$ cat src/rtl/ifetch_unit.sv
// rtl/ifetch_unit.sv - instruction fetch/sequencing stage feeding the control FSM
//
// Owns the program counter, reads 9-bit words from a synchronous-read
// instruction memory, presents ir/din and a one-cycle Run pulse, then waits
// for done (with optional jmp) before fetching the next instruction.
//
// Optional feature macro: IFETCH_WATCHDOG_EN
//   defined   -> EXEC is bounded by WDOG_CYC cycles; expiry sets err and halts
//   undefined -> no counter, err tied 0, EXEC waits indefinitely
//
// Ports:
//   clk       in   1       clock, rising edge
//   Resetn    in   1       asynchronous, active-high reset
//   en        in   1       fetch enable, sampled only in FETCH
//   mem_addr  out  ADDR_W  instruction memory address
//   mem_rd    out  1       memory read strobe
//   mem_data  in   9       memory read data, valid the cycle after the read is issued
//   done      in   1       instruction-complete from the control FSM
//   jmp       in   1       jump-taken, qualified by done
//   ir        out  9       instruction register ([8:6] op, [5:3] rx, [2:0] ry)
//   din       out  9       immediate word for MVI/JMP
//   Run       out  1       one-cycle start pulse to the control FSM
//   pc        out  ADDR_W  current program counter
//   halted    out  1       illegal opcode or watchdog expiry; fetch stopped
//   err       out  1       watchdog expiry

module ifetch_unit #(
    parameter int                ADDR_W   = 8,
    parameter logic [ADDR_W-1:0] RESET_PC = '0,
    parameter int                WDOG_CYC = 8
) (
    input  logic              clk,
    input  logic              Resetn,
    input  logic              en,
    output logic [ADDR_W-1:0] mem_addr,
    output logic              mem_rd,
    input  logic [8:0]        mem_data,
    input  logic              done,
    input  logic              jmp,
    output logic [8:0]        ir,
    output logic [8:0]        din,
    output logic              Run,
    output logic [ADDR_W-1:0] pc,
    output logic              halted,
    output logic              err
);

    typedef enum logic [2:0] {
        S_FETCH,
        S_LATCH,
        S_IMM,
        S_ISSUE,
        S_EXEC,
        S_HALT
    } state_t;

    state_t            r_state;
    logic [ADDR_W-1:0] r_pc;
    logic [ADDR_W-1:0] r_mem_addr;
    logic              r_mem_rd;
    logic [8:0]        r_ir;
    logic [8:0]        r_din;
    logic              r_run;
    logic              r_halted;

    logic [2:0]        w_opcode;
    logic              w_two_word;
    logic              w_illegal;
    logic [ADDR_W-1:0] w_pc_inc;

    assign w_opcode   = mem_data[8:6];
    // MVI (011) and JMP (100) carry an immediate word
    assign w_two_word = (w_opcode == 3'b011) || (w_opcode == 3'b100);
    // 101, 110, 111 are unassigned opcodes
    assign w_illegal  = w_opcode[2] & (w_opcode[1] | w_opcode[0]);
    // natural ADDR_W-bit overflow gives the modulo-2^ADDR_W wrap
    assign w_pc_inc   = r_pc + {{(ADDR_W-1){1'b0}}, 1'b1};

`ifdef IFETCH_WATCHDOG_EN
    localparam int WD_W = ($clog2(WDOG_CYC) > 0) ? $clog2(WDOG_CYC) : 1;
    localparam logic [WD_W-1:0] WD_LAST = WD_W'(WDOG_CYC - 1);

    logic [WD_W-1:0] r_wdog;
    logic            r_err;
`endif

    always_ff @(posedge clk or posedge Resetn) begin
        if (Resetn) begin
            r_state    <= S_FETCH;
            r_pc       <= RESET_PC;
            r_mem_addr <= '0;
            r_mem_rd   <= 1'b0;
            r_ir       <= '0;
            r_din      <= '0;
            r_run      <= 1'b0;
            r_halted   <= 1'b0;
`ifdef IFETCH_WATCHDOG_EN
            r_wdog     <= '0;
            r_err      <= 1'b0;
`endif
        end else begin
            case (r_state)
                S_FETCH: begin
                    if (en) begin
                        r_mem_rd   <= 1'b1;
                        r_mem_addr <= r_pc;
                        r_state    <= S_LATCH;
                    end else begin
                        r_mem_rd   <= 1'b0;
                    end
                end

                S_LATCH: begin
                    r_ir <= mem_data;
                    r_pc <= w_pc_inc;
                    if (w_illegal) begin
                        r_mem_rd <= 1'b0;
                        r_halted <= 1'b1;
                        r_state  <= S_HALT;
                    end else if (w_two_word) begin
                        // immediate sits at the word after the opcode
                        r_mem_rd   <= 1'b1;
                        r_mem_addr <= w_pc_inc;
                        r_state    <= S_IMM;
                    end else begin
                        r_mem_rd <= 1'b0;
                        r_run    <= 1'b1;
                        r_state  <= S_ISSUE;
                    end
                end

                S_IMM: begin
                    r_din    <= mem_data;
                    r_pc     <= w_pc_inc;
                    r_mem_rd <= 1'b0;
                    r_run    <= 1'b1;
                    r_state  <= S_ISSUE;
                end

                S_ISSUE: begin
                    r_run   <= 1'b0;
                    r_state <= S_EXEC;
`ifdef IFETCH_WATCHDOG_EN
                    r_wdog  <= '0;
`endif
                end

                S_EXEC: begin
                    // done is checked first so completion on the limit cycle wins
                    if (done) begin
                        if (jmp) begin
                            r_pc <= r_din[ADDR_W-1:0];
                        end
                        r_state <= S_FETCH;
                    end
`ifdef IFETCH_WATCHDOG_EN
                    else if (r_wdog == WD_LAST) begin
                        r_err    <= 1'b1;
                        r_halted <= 1'b1;
                        r_state  <= S_HALT;
                    end else begin
                        r_wdog <= r_wdog + 1'b1;
                    end
`endif
                end

                S_HALT: begin
                    // terminal until reset
                    r_mem_rd <= 1'b0;
                    r_run    <= 1'b0;
                    r_halted <= 1'b1;
                end

                default: begin
                    r_state <= S_FETCH;
                end
            endcase
        end
    end

    assign mem_addr = r_mem_addr;
    assign mem_rd   = r_mem_rd;
    assign ir       = r_ir;
    assign din      = r_din;
    assign Run      = r_run;
    assign pc       = r_pc;
    assign halted   = r_halted;

`ifdef IFETCH_WATCHDOG_EN
    assign err = r_err;
`else
    // no watchdog: err can never fire (a negative limit is never meaningful)
    assign err = (WDOG_CYC < 0);
`endif

endmodule

$ cat config.mk
export PLATFORM = sky130hd
export DESIGN_NAME = ifetch_unit
export DESIGN_NICKNAME = d
export VERILOG_FILES = /design/src/rtl/ifetch_unit.sv
export SDC_FILE = /design/constraint.sdc
export NUM_CORES = 1
export LEC_CHECK = 0
export CAP_MARGIN = 20
export CELL_PAD_IN_SITES_DETAIL_PLACEMENT = 1
export CELL_PAD_IN_SITES_GLOBAL_PLACEMENT = 1
export CORE_UTILIZATION = 31
export CTS_BUF_LIST = sky130_fd_sc_hd__clkbuf_8 sky130_fd_sc_hd__clkbuf_16
export DETAILED_ROUTE_END_ITERATION = 8
export PLACE_DENSITY_LB_ADDON = 0.1
export SYNTH_ARGS = -nofsm -noshare
export SYNTH_HDL_FRONTEND = slang
export SYNTH_SLANG_ARGS = --single-unit
export TNS_END_PERCENT = 10
$ cat constraint.sdc
create_clock -name clk -period 2.15 [get_ports clk]
set_clock_uncertainty 0.2 [all_clocks]
set_input_delay 0.5375 -clock clk [delete_from_list [all_inputs] [get_ports clk]]
set_output_delay 0.5375 -clock clk [all_outputs]
set_load 0.01 [all_outputs]
### Yosys cells after proc, flatten, opt, wreduce, memory -nomap -nowiden

Cells that the tools add are included.

* $add $sub $neg: 1
* $mul: 0
* divide/modulo/power cells: 0
* magnitude comparators: 0
* equality and inequality tests: 14
* shift-type cells: 0
* mux-type cells: 21
* bitwise logic cells: 3
* reductions and logical operators: 15

Operators with widths (number)
* $mux 8: 5
* $pmux 8 s2: 2
* $pmux 3 s6: 1
* $ne 2x2->1 const B: 7
* $eq 3x2->1 const B: 3
* $eq 3x3->1 const B: 3
* $mux 3: 3
* $reduce_and 3->1: 3
* $add 8x1->8 const B: 1
* $mux 1: 7
* $pmux 1 s3: 2
* $reduce_bool 2->1: 3
* $reduce_bool 3->1: 2
* $reduce_or 2->1: 3
* $reduce_and 4->1: 1
* $eq 3x1->1 const B: 1
* $logic_not 3->1: 1
* $pmux 1 s2: 1
* $reduce_and 2->1: 1
* $and 1x1->1: 1
* $logic_or 1x1->1: 1
* $not 1->1: 1
* $or 1x1->1: 1

* bits in registers: 40
* latch bits: 0
* memory bits (writable): 0
* memory bits (read-only): 0
* word-level logic and storage cells: 62
* memories kept: 0

### Logic depth before layout (Yosys ltp)

Gate-level depths: netlist of run 1.

* word-level depth: 5
* depth in mapped cells: 6
* depth with buffers taken out: 5

### Least setup slack after synthesis of run 1

No wires, ideal clock.

* path kind: input to register
* start: in mem_data[6]
* end: reg r_mem_addr[1] (netlist: mem_addr[1])
* library setup time: 0.127 ns
* arrival: 1.602 ns
* required time: 1.823 ns
* path slack: 0.221 ns
* stages: 4
* buffers on the path: 1
* path through: or3b_4 > a311oi_4 > buf_6 > a31oi_1

* longest elaborated chain between the ends: 4

RTL lines
* from (decl): line 37 `input logic [8:0] mem_data,`
* $eq 3x2->1 (tied with other cells): line 73 `assign w_two_word = (w_opcode == 3'b011) || (w_opcode == 3'b100);`
* $logic_or 1x1->1 / $and 1x1->1 (equally long branches): line 73, 75
* $ne 2x2->1 (no source line)
* $reduce_and 4->1 (no source line) (*)
* to (signal assigned): line 106 `r_mem_addr <= r_pc;`
* to (signal assigned): line 123 `r_mem_addr <= w_pc_inc;`
* to (decl): line 59 `logic [ADDR_W-1:0] r_mem_addr;`

Every way passes the cells marked *; elsewhere a longest branch is shown, timed or not.
A chain may end at the register's enable or synchronous reset.

### Worst setup path after layout of run 1

* start: reg r_pc[2] (netlist: pc[2])
* end: out pc[2]

RTL lines
* from (decl): line 58 `logic [ADDR_W-1:0] r_pc;`
* from (signal assigned): line 115 `r_pc <= w_pc_inc;`
* from (signal assigned): line 134 `r_pc <= w_pc_inc;`
* from (signal assigned): line 152 `r_pc <= r_din[ADDR_W-1:0];`
* to (decl): line 43 `output logic [ADDR_W-1:0] pc,`

No word-level cell between the ends.

==> Implementation_results.wiki, run 1 <==
{| class="wikitable"
! Metric !! Value
|-
| Run status || complete, no violations
|-
| Number of buffer cells added on primary ports || 50
|-
| Most frequent cells after synthesis || sky130_fd_sc_hd__dfrtp_1 (40), sky130_fd_sc_hd__nand2_1 (38), sky130_fd_sc_hd__a21oi_1 (21), sky130_fd_sc_hd__nor2_1 (16), sky130_fd_sc_hd__mux2_2 (10)
|-
| RSZ-0062 raised after global routing || no
|-
| Root Driver || sky130_fd_sc_hd__clkbuf_8
|-
| Total number of nets in the final design || 274
|-
| CTS HTree Levels || 2
|-
| Sum of buffers and inverters on the critical path || 1
|-
| Last element of the critical path || pc[2]
|-
| Average wire length per cell after detail routing || 14.47 µm
|-
| Overflow left after global routing || 0
|-
| Final Hold Viols || 0
|-
| Final min period || 2101 ps
|-
| Smallest hold slack || 284.4 ps
|-
| Die extent in x || 81.20 µm
|-
| Startpoint Class || register
|-
| Register area share after synthesis || 51.48%
|-
| Wire length of the first global-routing pass || 7969 µm
|-
| HP Class || register to register
|-
| Launch point of the worst path || pc[2]
|-
| M2 GR Usage || 22.27%
|-
| Routing usage on met1 || 24.41%
|-
| Area enclosed by the die boundary || 6593 µm²
|-
| Fraction of met3 tracks used by global routing || 4.382%
|-
| Post-synthesis register bit count || 40
|-
| Arrival time at the worst endpoint || 1360 ps
|-
| Via density || 4.863
|-
| Area share of the leading cell type in the synthesized netlist || 51.48%
|-
| Final worst path period share || 97.73%
|-
| Tightest slew margin relative to the limit || 63.19%
|-
| Ports || 52
|-
| Cell types with the largest area share after synthesis || sky130_fd_sc_hd__dfrtp_1 (51%), sky130_fd_sc_hd__nand2_1 (7.3%), sky130_fd_sc_hd__mux2_2 (5.8%)
|-
| Clock edge transition at the registers on the reported setup and hold paths || 80 ps
|-
| Reg2Reg Capture Point || pc[1]
|-
| Post-layout instance count excluding filler cells || 335
|-
| Slowest cell delay on critical path || 580 ps
|-
| Kind of end point of the critical path || primary output
|-
| Highest Clock Rate || 0.4759 GHz
|-
| Largest net degree at the start of global routing || 41
|-
| Cells on worst reg2reg path || 5
|-
| Hold Buf Count CTS || 0
|-
| Number of synthesized flops with an enable pin || 0
|-
| Routed wire length || 4849 µm
|-
| Largest delay share family, worst path || buffers and inverters
|-
| Detailed placement HPWL || 3521 µm
|-
| Cell accounting for the most synthesized area || sky130_fd_sc_hd__dfrtp_1
|-
| MaxCap Viol Count || 0
|-
| Area post-placement || 2621 µm²
|-
| Vertical die dimension || 81.20 µm
|-
| Signed area change from the synthesized netlist to the final layout || 40.60%
|-
| Most common flop cell mapped by yosys || sky130_fd_sc_hd__dfrtp_1
|-
| Pre-CTS worst setup slack || -251.4 ps
|-
| Maximum VDD drop || 0.6072 mV
|-
| Average footprint of a synthesized cell || 9.820 µm²
|-
| Core region area || 5991 µm²
|-
| Fraction of final layout cells with drive strength greater than 1 || 18.08%
|-
| Router iterations before antenna repair || 6
|-
| Post-DRT Antenna Nets || 0
|-
| Cell-by-cell trace of the critical path || clkdlybuf4s50_1
|-
| Most used standard cell by instance count after synthesis || sky130_fd_sc_hd__dfrtp_1
|-
| Yosys warns || 0
|-
| Power density of the placed cells || 1652 nW/µm²
|-
| Vias in the first global route || 1541
|-
| Setup slack after layout || 48.70 ps
|-
| Crit path max fanout || 8
|-
| DRC violation total after the first TritonRoute iteration || 75
|-
| Routability congestion estimate from global placement || 0.7607
|-
| Clock sinks || 40
|-
| Syn Inst Count || 198
|-
| Static leakage power || 1.171 nW
|-
| Register-to-register setup slack || 200 ps
|-
| CP max stage cell || sky130_fd_sc_hd__clkdlybuf4s50_1
|-
| Max Slew Vio Count || 0
|-
| Placed Instances || 327
|-
| Fraction of registers with async set/reset || 100.0%
|-
| Final design area excluding fillers || 2734 µm²
|-
| Later-pin clock latency in the skew report || 300 ps
|-
| Post-synthesis instance area || 1944 µm²
|-
| DRC errors left || 0
|-
| Category of the critical setup timing path || register to primary output
|-
| Worst hold path cell count || 2
|-
| R2r startpoint || r_state[1]
|-
| Final setup violation count || 0
|-
| Library cells used by synthesis || 43
|-
| Starting Density || 32.46%
|-
| Total CTS buffers || 5
|-
| Data required time of the critical path || 1410 ps
|-
| Gr busiest metal || met1
|-
| Total vias in the final route || 1629
|-
| Measured slew at the worst slew-check pin || 549.7 ps
|-
| Number of antenna violations at the first check in global routing || 0
|-
| Number of cell rows || 28
|-
| CTS tree || yes
|-
| Global routing usage summed across all routing layers || 16.52%
|-
| Maximum clock path buffer count || 2
|-
| Antenna Cells || 0
|-
| Number of fill cells || 677
|-
| Instance count on the critical path || 1
|-
| Net count after synthesis || 213
|}
cell families (layout without fill, tap and decap cells):
group	after synthesis	count (layout)	synth area share, %
buffers and inverters	15	77	4.247
xor gates and xnor gates	8	8	3.604
other	1	1	0.1929
adders and majority gates	1	1	0.6434
AOI/OAI and AO/OA	43	43	14.48
and+or+nand+nor	80	80	19.56
muxes	10	10	5.792
DFF	40	40	51.48
cell usage in the layout (no fill, tap or decap), types with 2 or more instances in the layout:
cell / netlist / layout
sky130_fd_sc_hd__nand3b_1: 2 / 2
sky130_fd_sc_hd__o32ai_1: 3 / 3
sky130_fd_sc_hd__nand2b_1: 2 / 2
sky130_fd_sc_hd__xor2_1: 3 / 3
sky130_fd_sc_hd__clkbuf_8: 1 / 5
sky130_fd_sc_hd__clkdlybuf4s50_1: 0 / 50
sky130_fd_sc_hd__a21oi_1: 21 / 21
sky130_fd_sc_hd__a31oi_1: 2 / 2
sky130_fd_sc_hd__nand2_1: 38 / 38
sky130_fd_sc_hd__nand4_1: 2 / 2
sky130_fd_sc_hd__or3b_2: 3 / 3
sky130_fd_sc_hd__nor2_1: 16 / 16
sky130_fd_sc_hd__buf_12: 0 / 2
sky130_fd_sc_hd__dfrtp_1: 40 / 39
sky130_fd_sc_hd__o21ai_0: 7 / 7
sky130_fd_sc_hd__mux2_2: 10 / 10
sky130_fd_sc_hd__nor3_1: 3 / 3
sky130_fd_sc_hd__inv_1: 2 / 2
sky130_fd_sc_hd__xnor2_1: 5 / 5
sky130_fd_sc_hd__nand3_1: 5 / 5
sky130_fd_sc_hd__buf_4: 1 / 15
how the worst min path moves through the flow:
stage	startpoint	endpoint
after floorplan	halted	halted
after global placement	ir[0]	ir[0]
after detailed placement	ir[5]	ir[5]
after CTS	ir[0]	ir[0]
after global routing	ir[0]	ir[0]
final	ir[0]	ir[0]
metal layers:
layer	vias to the layer above	share of wire [%]
met2	40	43
met4	0	1.8
met3	5	4.8
met1	784	51
met5	-	0
li1	800	-
power by group:
part	switching (W)	internal (W)	total [W]
clock network	0.000291	0.000344	0.000634
logic	0.00113	0.00130	0.00243
registers	0.000324	0.00113	0.00145
cell type report:
type / instances / area, µm² / share of cell area, %
sequential: 40 / 1002 / 36.66
multi-input combinational: 143 / 865.8 / 31.67
timing repair buffer: 67 / 653.1 / 23.89
tap: 75 / 93.84 / 3.432
clock buffer: 5 / 68.82 / 2.517
clock inverter: 3 / 42.54 / 1.556
inverter: 2 / 7.507 / 0.2746
registers in the layout (all words and copies together) (netlist names):
register	flops
din	9
ir	9
mem_addr	8
pc	8
r_state	3
Run	1
halted	1
mem_rd	1
tightest hold or removal path, cell delays in order (launching register included):
cell and delay [ps]:
sky130_fd_sc_hd__dfrtp_1 350, sky130_fd_sc_hd__nand2_1 50, sky130_fd_sc_hd__nand2_1 60
metrics by stage:
stage	util, %	total power (W)	setup TNS, ps
6_report	45.63	0.004518	0
5_1_grt	45.63	0.004889	0
4_1_cts	45.63	0.004587	0
3_5_place_dp	43.76	0.003919	-2070
3_3_place_gp	43.76	0.003874	-1988
2_1_floorplan	-	0.002751	0
what timing repair did:
item,in CTS,in global routing
endpoints found under the setup margin,1,3
resized for setup,1,0
endpoints found under the hold margin,0,0
setup buffers,0,0
pin swaps,0,1
(Power assumes the default switching activity.)
==> inputs of run 2 (changes only) <==
--- a/config.mk
+++ b/config.mk
@@ -12,5 +12,5 @@
 export CTS_BUF_LIST = sky130_fd_sc_hd__clkbuf_8 sky130_fd_sc_hd__clkbuf_16
 export DETAILED_ROUTE_END_ITERATION = 8
-export PLACE_DENSITY_LB_ADDON = 0.1
+export PLACE_DENSITY_LB_ADDON = 0.12
 export SYNTH_ARGS = -nofsm -noshare
 export SYNTH_HDL_FRONTEND = slang
==> constraint.sdc (replaced) <==
create_clock -name clk -period 2.15 [get_ports clk]
set_clock_uncertainty 0.2 [all_clocks]
set_input_delay 0.3225 -clock clk [delete_from_list [all_inputs] [get_ports clk]]
set_output_delay 0.3225 -clock clk [all_outputs]
set_load 0.01 [all_outputs]
==> run 2 against run 1 <==
  * Design area fell by 0.23%
  * Highest routed layer unchanged
  * Critical path depth up 2
  * Sequential power up 3%
  * Worst hold slack lost 29 ps
  * Fmax up 7.4%
  * Setup slack gained 140 ps
  * Sequential share of layout area about the same
  * Global-route usage down 0.37 points
  * Via count shrank 1.5%
  * Largest cell class unchanged
==> Implementation_results.wiki, run 2 (same netlist as run 1, synthesis figures left out) <==
{| class="wikitable"
! Metric !! Value
|-
| Total vias in the final route || 1604 (was 1629)
|-
| DRC violation total after the first TritonRoute iteration || 73 (was 75)
|-
| Average wire length per cell after detail routing || 14.27 µm (was 14.47 µm)
|-
| Global routing usage summed across all routing layers || 16.15% (was 16.52%)
|-
| HP Class || input port to async pin (was register to register)
|-
| Via density || 4.802 (was 4.863)
|-
| Signed area change from the synthesized netlist to the final layout || 40.28% (was 40.60%)
|-
| Smallest hold slack || 255.3 ps (was 284.4 ps)
|-
| Total number of nets in the final design || 273 (was 274)
|-
| Ports || 52 (unchanged)
|-
| Launch point of the worst path || r_state[2] (was pc[2])
|-
| Number of cell rows || 28 (unchanged)
|-
| Wire length of the first global-routing pass || 7983 µm (was 7969 µm)
|-
| Cells on worst reg2reg path || 3 (was 5)
|-
| Final min period || 1957 ps (was 2101 ps)
|-
| Register-to-register setup slack || 190 ps (was 200 ps)
|-
| Static leakage power || 1.172 nW (was 1.171 nW)
|-
| Slowest cell delay on critical path || 680 ps (was 580 ps)
|-
| DRC errors left || 0 (unchanged)
|-
| R2r startpoint || r_state[2] (was r_state[1])
|-
| Data required time of the critical path || 2150 ps (was 1410 ps)
|-
| Core region area || 5991 µm² (unchanged)
|-
| Count of buffers added by post-CTS timing repair for setup || 0 (unchanged)
|-
| MaxCap Viol Count || 0 (unchanged)
|-
| Root Driver || sky130_fd_sc_hd__clkbuf_8 (unchanged)
|-
| Largest net degree at the start of global routing || 41 (unchanged)
|-
| Utilization of the core after routing || 45.53% (was 45.63%)
|-
| Startpoint Class || register (unchanged)
|-
| Kind of end point of the critical path || register (was primary output)
|-
| Vertical die dimension || 81.20 µm (unchanged)
|-
| Maximum clock path buffer count || 2 (unchanged)
|-
| Placed Instances || 326 (was 327)
|-
| Routability congestion estimate from global placement || 0.7631 (was 0.7607)
|-
| Post-cts repair resize count || 0 (was 1)
|-
| Detailed placement HPWL || 3427 µm (was 3521 µm)
|-
| Vias in the first global route || 1618 (was 1541)
|-
| Run status || complete, no violations (unchanged)
|-
| Area enclosed by the die boundary || 6593 µm² (unchanged)
|-
| Starting Density || 32.46% (unchanged)
|-
| Arrival time at the worst endpoint || 1960 ps (was 1360 ps)
|-
| Crit path max fanout || 19 (was 8)
|-
| Final Hold Viols || 0 (unchanged)
|-
| Fraction of final layout cells with drive strength greater than 1 || 17.37% (was 18.08%)
|-
| Tightest slew margin relative to the limit || 65.36% (was 63.19%)
|-
| RSZ-0062 raised after global routing || no (unchanged)
|-
| Reg2Reg Capture Point || pc[0] (was pc[1])
|-
| Number of buffer cells added on primary ports || 50 (unchanged)
|-
| Maximum VDD drop || 0.5409 mV (was 0.6072 mV)
|-
| Router iterations before antenna repair || 4 (was 6)
|-
| CTS HTree Levels || 2 (unchanged)
|-
| Max Slew Vio Count || 0 (unchanged)
|-
| Die extent in x || 81.20 µm (unchanged)
|-
| Power density of the placed cells || 1660 nW/µm² (was 1652 nW/µm²)
|-
| Hold Buf Count CTS || 0 (unchanged)
|-
| Number of antenna violations at the first check in global routing || 0 (unchanged)
|-
| Overflow left after global routing || 0 (unchanged)
|-
| Cell-by-cell trace of the critical path || or3b_2 > and3_1 > a211oi_1 (was clkdlybuf4s50_1)
|-
| Category of the critical setup timing path || register to register (was register to primary output)
|-
| Antenna Cells || 0 (unchanged)
|-
| Total CTS buffers || 5 (unchanged)
|-
| Sum of buffers and inverters on the critical path || 0 (was 1)
|-
| Post-DRT Antenna Nets || 0 (unchanged)
|-
| CP max stage cell || sky130_fd_sc_hd__or3b_2 (was sky130_fd_sc_hd__clkdlybuf4s50_1)
|-
| Final worst path period share || 91.01% (was 97.73%)
|-
| Most frequent cells in the layout || sky130_fd_sc_hd__clkdlybuf4s50_1 (50), sky130_fd_sc_hd__dfrtp_1 (40), sky130_fd_sc_hd__nand2_1 (38) (was sky130_fd_sc_hd__clkdlybuf4s50_1 (50), sky130_fd_sc_hd__dfrtp_1 (39), sky130_fd_sc_hd__nand2_1 (38))
|-
| Clock sinks || 40 (unchanged)
|-
| Measured slew at the worst slew-check pin || 519.7 ps (was 549.7 ps)
|-
| Clock edge transition at the registers on the reported setup and hold paths || 80 ps (about the same)
|-
| Later-pin clock latency in the skew report || 300 ps (about the same)
|-
| Leading cell type in the layout, fill and taps excluded || sky130_fd_sc_hd__clkdlybuf4s50_1 (unchanged)
|-
| Final setup violation count || 0 (unchanged)
|-
| Post-layout instance count excluding filler cells || 334 (was 335)
|-
| CTS tree || yes (unchanged)
|-
| Largest delay share family, worst path || simple AND/OR/NAND/NOR gates (was buffers and inverters)
|-
| Routed wire length || 4766 µm (was 4849 µm)
|-
| Highest Clock Rate || 0.5111 GHz (was 0.4759 GHz)
|}
[run 2: metrics by stage]
stage | area, µm² | total power, W | TNS [ps] | worst slack, ps
floorplan | 1944 | 0.002751 | 0 | 371.0
finish | 2728 | 0.004527 | 0 | 193.3
global route | 2728 | 0.004902 | 0 | 54.96
global placement | 2601 | 0.003857 | -109.1 | -41.42
CTS | 2728 | 0.004596 | 0 | 180.3
detailed placement | 2601 | 0.003893 | -402.5 | -82.69
[run 2: area by class of cell]
type	count	area [µm²]
Clock buffer	7	96.34
Clock inverter	1	30.03
Fill cell	694	3263
Inverter	2	7.507
Multi-Input combinational cell	143	865.8
Sequential cell	40	1001
Tap cell	75	93.84
Timing Repair Buffer	66	633.1
[run 2: worst max path at each step]
| stage | endpoint | slack [ps] | cells past startpoint |
|---|---|---|---|
| final | pc[0] | 190 | 3 |
| after CTS | pc[4] | 180 | 1 |
| after detailed placement | mem_addr[3] | -80 | 6 |
| after global routing | pc[0] | 50 | 3 |
| after global placement | mem_addr[1] | -40 | 6 |
| after floorplan | pc[4] | 370 | 5 |
[run 2: metal layers]
metal | routed length, µm | part of all wire [%] | GRT usage (%) | vias to the layer above
met4 | 90 | 1.9 | 7.500 | 0
met2 | 2134 | 45 | 25.29 | 37
met1 | 2355 | 49 | 21.32 | 759
met3 | 186 | 3.9 | 3.258 | 8
li1 | - | - | - | 800
met5 | 0 | 0 | 0 | -
[run 2: report_power, final]
part / switching [W] / internal [W] / total [W]
Sequential: 0.000362 / 0.00113 / 0.00149
Combinational: 0.00108 / 0.00129 / 0.00237
Clock: 0.000263 / 0.000410 / 0.000672
[run 2: worst register-to-register path: stages (launching register included)]
cell and delay, ps:
sky130_fd_sc_hd__dfrtp_1 560, sky130_fd_sc_hd__or3b_2 680, sky130_fd_sc_hd__and3_1 260, sky130_fd_sc_hd__a211oi_1 170
==> inputs of run 3 (changes only) <==
PLACE_DENSITY_LB_ADDON = 0.15   (was 0.12)
==> run 3 against run 2 <==
  * Cell count fell by 0.60%
  * Routed wire length barely moved
  * First-iteration DRC count fell by 37%
  * Count of clock-buffer cells in the layout did not move
  * Clock power barely moved
  * Sequential power barely moved
  * Total power fell by 0.45%
  * Combinational power barely moved
  * Flip-flop and latch count did not move
==> Implementation_results.wiki, run 3 (same netlist as run 1, synthesis figures left out) <==
{| class="wikitable"
! Metric !! Value
|-
| Leading cell type in the layout, fill and taps excluded || sky130_fd_sc_hd__clkdlybuf4s50_1 (unchanged)
|-
| Signed area change from the synthesized netlist to the final layout || 39.51% (was 40.28%)
|-
| Tightest slew margin relative to the limit || 65.56% (was 65.36%)
|-
| Final setup violation count || 0 (unchanged)
|-
| MaxCap Viol Count || 0 (unchanged)
|-
| Global routing usage summed across all routing layers || 16.52% (was 16.15%)
|-
| CTS tree || yes (unchanged)
|-
| Total CTS buffers || 5 (unchanged)
|-
| RSZ-0062 raised after global routing || no (unchanged)
|-
| Clock sinks || 40 (unchanged)
|-
| Via density || 4.858 (was 4.802)
|-
| Final min period || 1939 ps (was 1957 ps)
|-
| Number of antenna violations at the first check in global routing || 0 (unchanged)
|-
| HP Class || input port to async pin (unchanged)
|-
| Slowest cell delay on critical path || 600 ps (was 680 ps)
|-
| Run status || complete, no violations (unchanged)
|-
| Final worst path period share || 90.19% (was 91.01%)
|-
| Count of buffers added by post-CTS timing repair for setup || 0 (unchanged)
|-
| Total vias in the final route || 1613 (was 1604)
|-
| Most frequent cells in the layout || sky130_fd_sc_hd__clkdlybuf4s50_1 (50), sky130_fd_sc_hd__dfrtp_1 (40), sky130_fd_sc_hd__nand2_1 (38) (unchanged)
|-
| Wire length of the first global-routing pass || 8121 µm (was 7983 µm)
|-
| Post-route setup TNS || 0 ps (unchanged)
|-
| Fraction of final layout cells with drive strength greater than 1 || 16.73% (was 17.37%)
|-
| Data required time of the critical path || 1630 ps (was 2150 ps)
|-
| Hold Buf Count CTS || 0 (unchanged)
|-
| Arrival time at the worst endpoint || 1420 ps (was 1960 ps)
|-
| CP max stage cell || sky130_fd_sc_hd__clkdlybuf4s50_1 (was sky130_fd_sc_hd__or3b_2)
|-
| Cell-by-cell trace of the critical path || clkdlybuf4s50_1 (was or3b_2 > and3_1 > a211oi_1)
|-
| Kind of end point of the critical path || primary output (was register)
|-
| Placed Instances || 324 (was 326)
|-
| Router iterations before antenna repair || 4 (unchanged)
|-
| Maximum clock path buffer count || 2 (unchanged)
|-
| Average wire length per cell after detail routing || 14.35 µm (was 14.27 µm)
|-
| Number of fill cells || 674 (was 694)
|-
| Detailed placement HPWL || 3457 µm (was 3427 µm)
|-
| CTS HTree Levels || 2 (unchanged)
|-
| Smallest hold slack || 259.2 ps (was 255.3 ps)
|-
| DRC errors left || 0 (unchanged)
|-
| Post-DRT Antenna Nets || 0 (unchanged)
|-
| Highest Clock Rate || 0.5157 GHz (was 0.5111 GHz)
|-
| Ports || 52 (unchanged)
|-
| Power density of the placed cells || 1661 nW/µm² (was 1660 nW/µm²)
|-
| Routability congestion estimate from global placement || 0.7065 (was 0.7631)
|-
| Final Hold Viols || 0 (unchanged)
|-
| Footprint of the multi-input gates || 865.8 µm² (unchanged)
|-
| Static leakage power || 1.163 nW (was 1.172 nW)
|-
| Max Slew Vio Count || 0 (unchanged)
|-
| Routed wire length || 4765 µm (was 4766 µm)
|-
| Largest delay share family, worst path || buffers and inverters (was simple AND/OR/NAND/NOR gates)
|-
| DRC violation total after the first TritonRoute iteration || 46 (was 73)
|-
| Vias in the first global route || 1672 (was 1618)
|-
| Clock edge transition at the registers on the reported setup and hold paths || 80 ps (about the same)
|-
| Antenna Cells || 0 (unchanged)
|-
| Category of the critical setup timing path || register to primary output (was register to register)
|-
| Number of buffer cells added on primary ports || 50 (unchanged)
|-
| Number of cell rows || 28 (unchanged)
|-
| Crit path max fanout || 9 (was 19)
|-
| Register area || 1001 µm² (unchanged)
|-
| Later-pin clock latency in the skew report || 290 ps (was 300 ps)
|-
| Post-cts repair resize count || 0 (unchanged)
|-
| Vertical die dimension || 81.20 µm (unchanged)
|-
| Largest net degree at the start of global routing || 41 (unchanged)
|-
| Total Power Consumption || 0.004506 W (was 0.004527 W)
|-
| Overflow left after global routing || 0 (unchanged)
|-
| Post-layout instance count excluding filler cells || 332 (was 334)
|-
| Core region area || 5991 µm² (unchanged)
|-
| Root Driver || sky130_fd_sc_hd__clkbuf_8 (unchanged)
|-
| Starting Density || 32.46% (unchanged)
|-
| Final design area excluding fillers || 2713 µm² (was 2728 µm²)
|-
| Sum of buffers and inverters on the critical path || 1 (was 0)
|-
| Maximum VDD drop || 0.6004 mV (was 0.5409 mV)
|-
| Measured slew at the worst slew-check pin || 516.6 ps (was 519.7 ps)
|-
| Area enclosed by the die boundary || 6593 µm² (unchanged)
|-
| Startpoint Class || register (unchanged)
|-
| Total number of nets in the final design || 271 (was 273)
|-
| Die extent in x || 81.20 µm (unchanged)
|-
| Area post-placement || 2586 µm² (was 2601 µm²)
|}
run 3: changes by cell type in the layout (fill, tap and decap cells not counted), sizes merged:
cell  before  now
buf       16   14
run 3: worst paths after layout:
path / startpoint / endpoint / slack [ps] / depth (start not counted)
hold reg to reg: mem_rd / mem_rd / 290 / 1
hold / removal: Resetn / ir[5] / 260 / 3
max in group asynchronous: Resetn / pc[2] / 1140 / 3
setup / recovery: pc[4] / pc[4] / 210 / 1
setup reg to reg: r_state[0] / pc[6] / 220 / 5
min in group clk: mem_rd / mem_rd / 290 / 1
run 3: through the flow:
stage / worst slack, ps / util (%)
global placement: -16.36 / 43.17
finish: 210.8 / 45.28
global route: 71.15 / 45.28
CTS: 190.7 / 45.28
detailed placement: -43.71 / 43.17
floorplan: 371.0 / -
run 3: worst reg2reg max path: cells and delay by family (launching register included):
| family | cells | cell delay, ps |
|---|---|---|
| compound gates | 3 | 430 |
| buf+inv | 1 | 210 |
| flops | 1 | 480 |
| simple gates | 1 | 530 |
run 3: cell type report:
type                            instances  share of cell area (%)
Sequential cell                        40                   36.90
Multi-Input combinational cell        143                   31.92
Timing Repair Buffer                   64                   22.79
Clock buffer                            7                   3.552
Tap cell                               75                   3.459
Clock inverter                          1                   1.107
Inverter                                2                  0.2768
run 3: where the power goes:
group	internal [W]	leakage [nW]	switching, W
clock	0.000410	0.0645	0.000265
sequential	0.00113	0.462	0.000347
combinational	0.00126	0.637	0.00109
run 3: layer usage:
| metal | part of all wire [%] | GRT usage (%) |
|---|---|---|
| met5 | 0 | 0 |
| met4 | 0.92 | 4.286 |
| met3 | 4.9 | 4.944 |
| met2 | 45 | 26.81 |
| met1 | 49 | 21.35 |
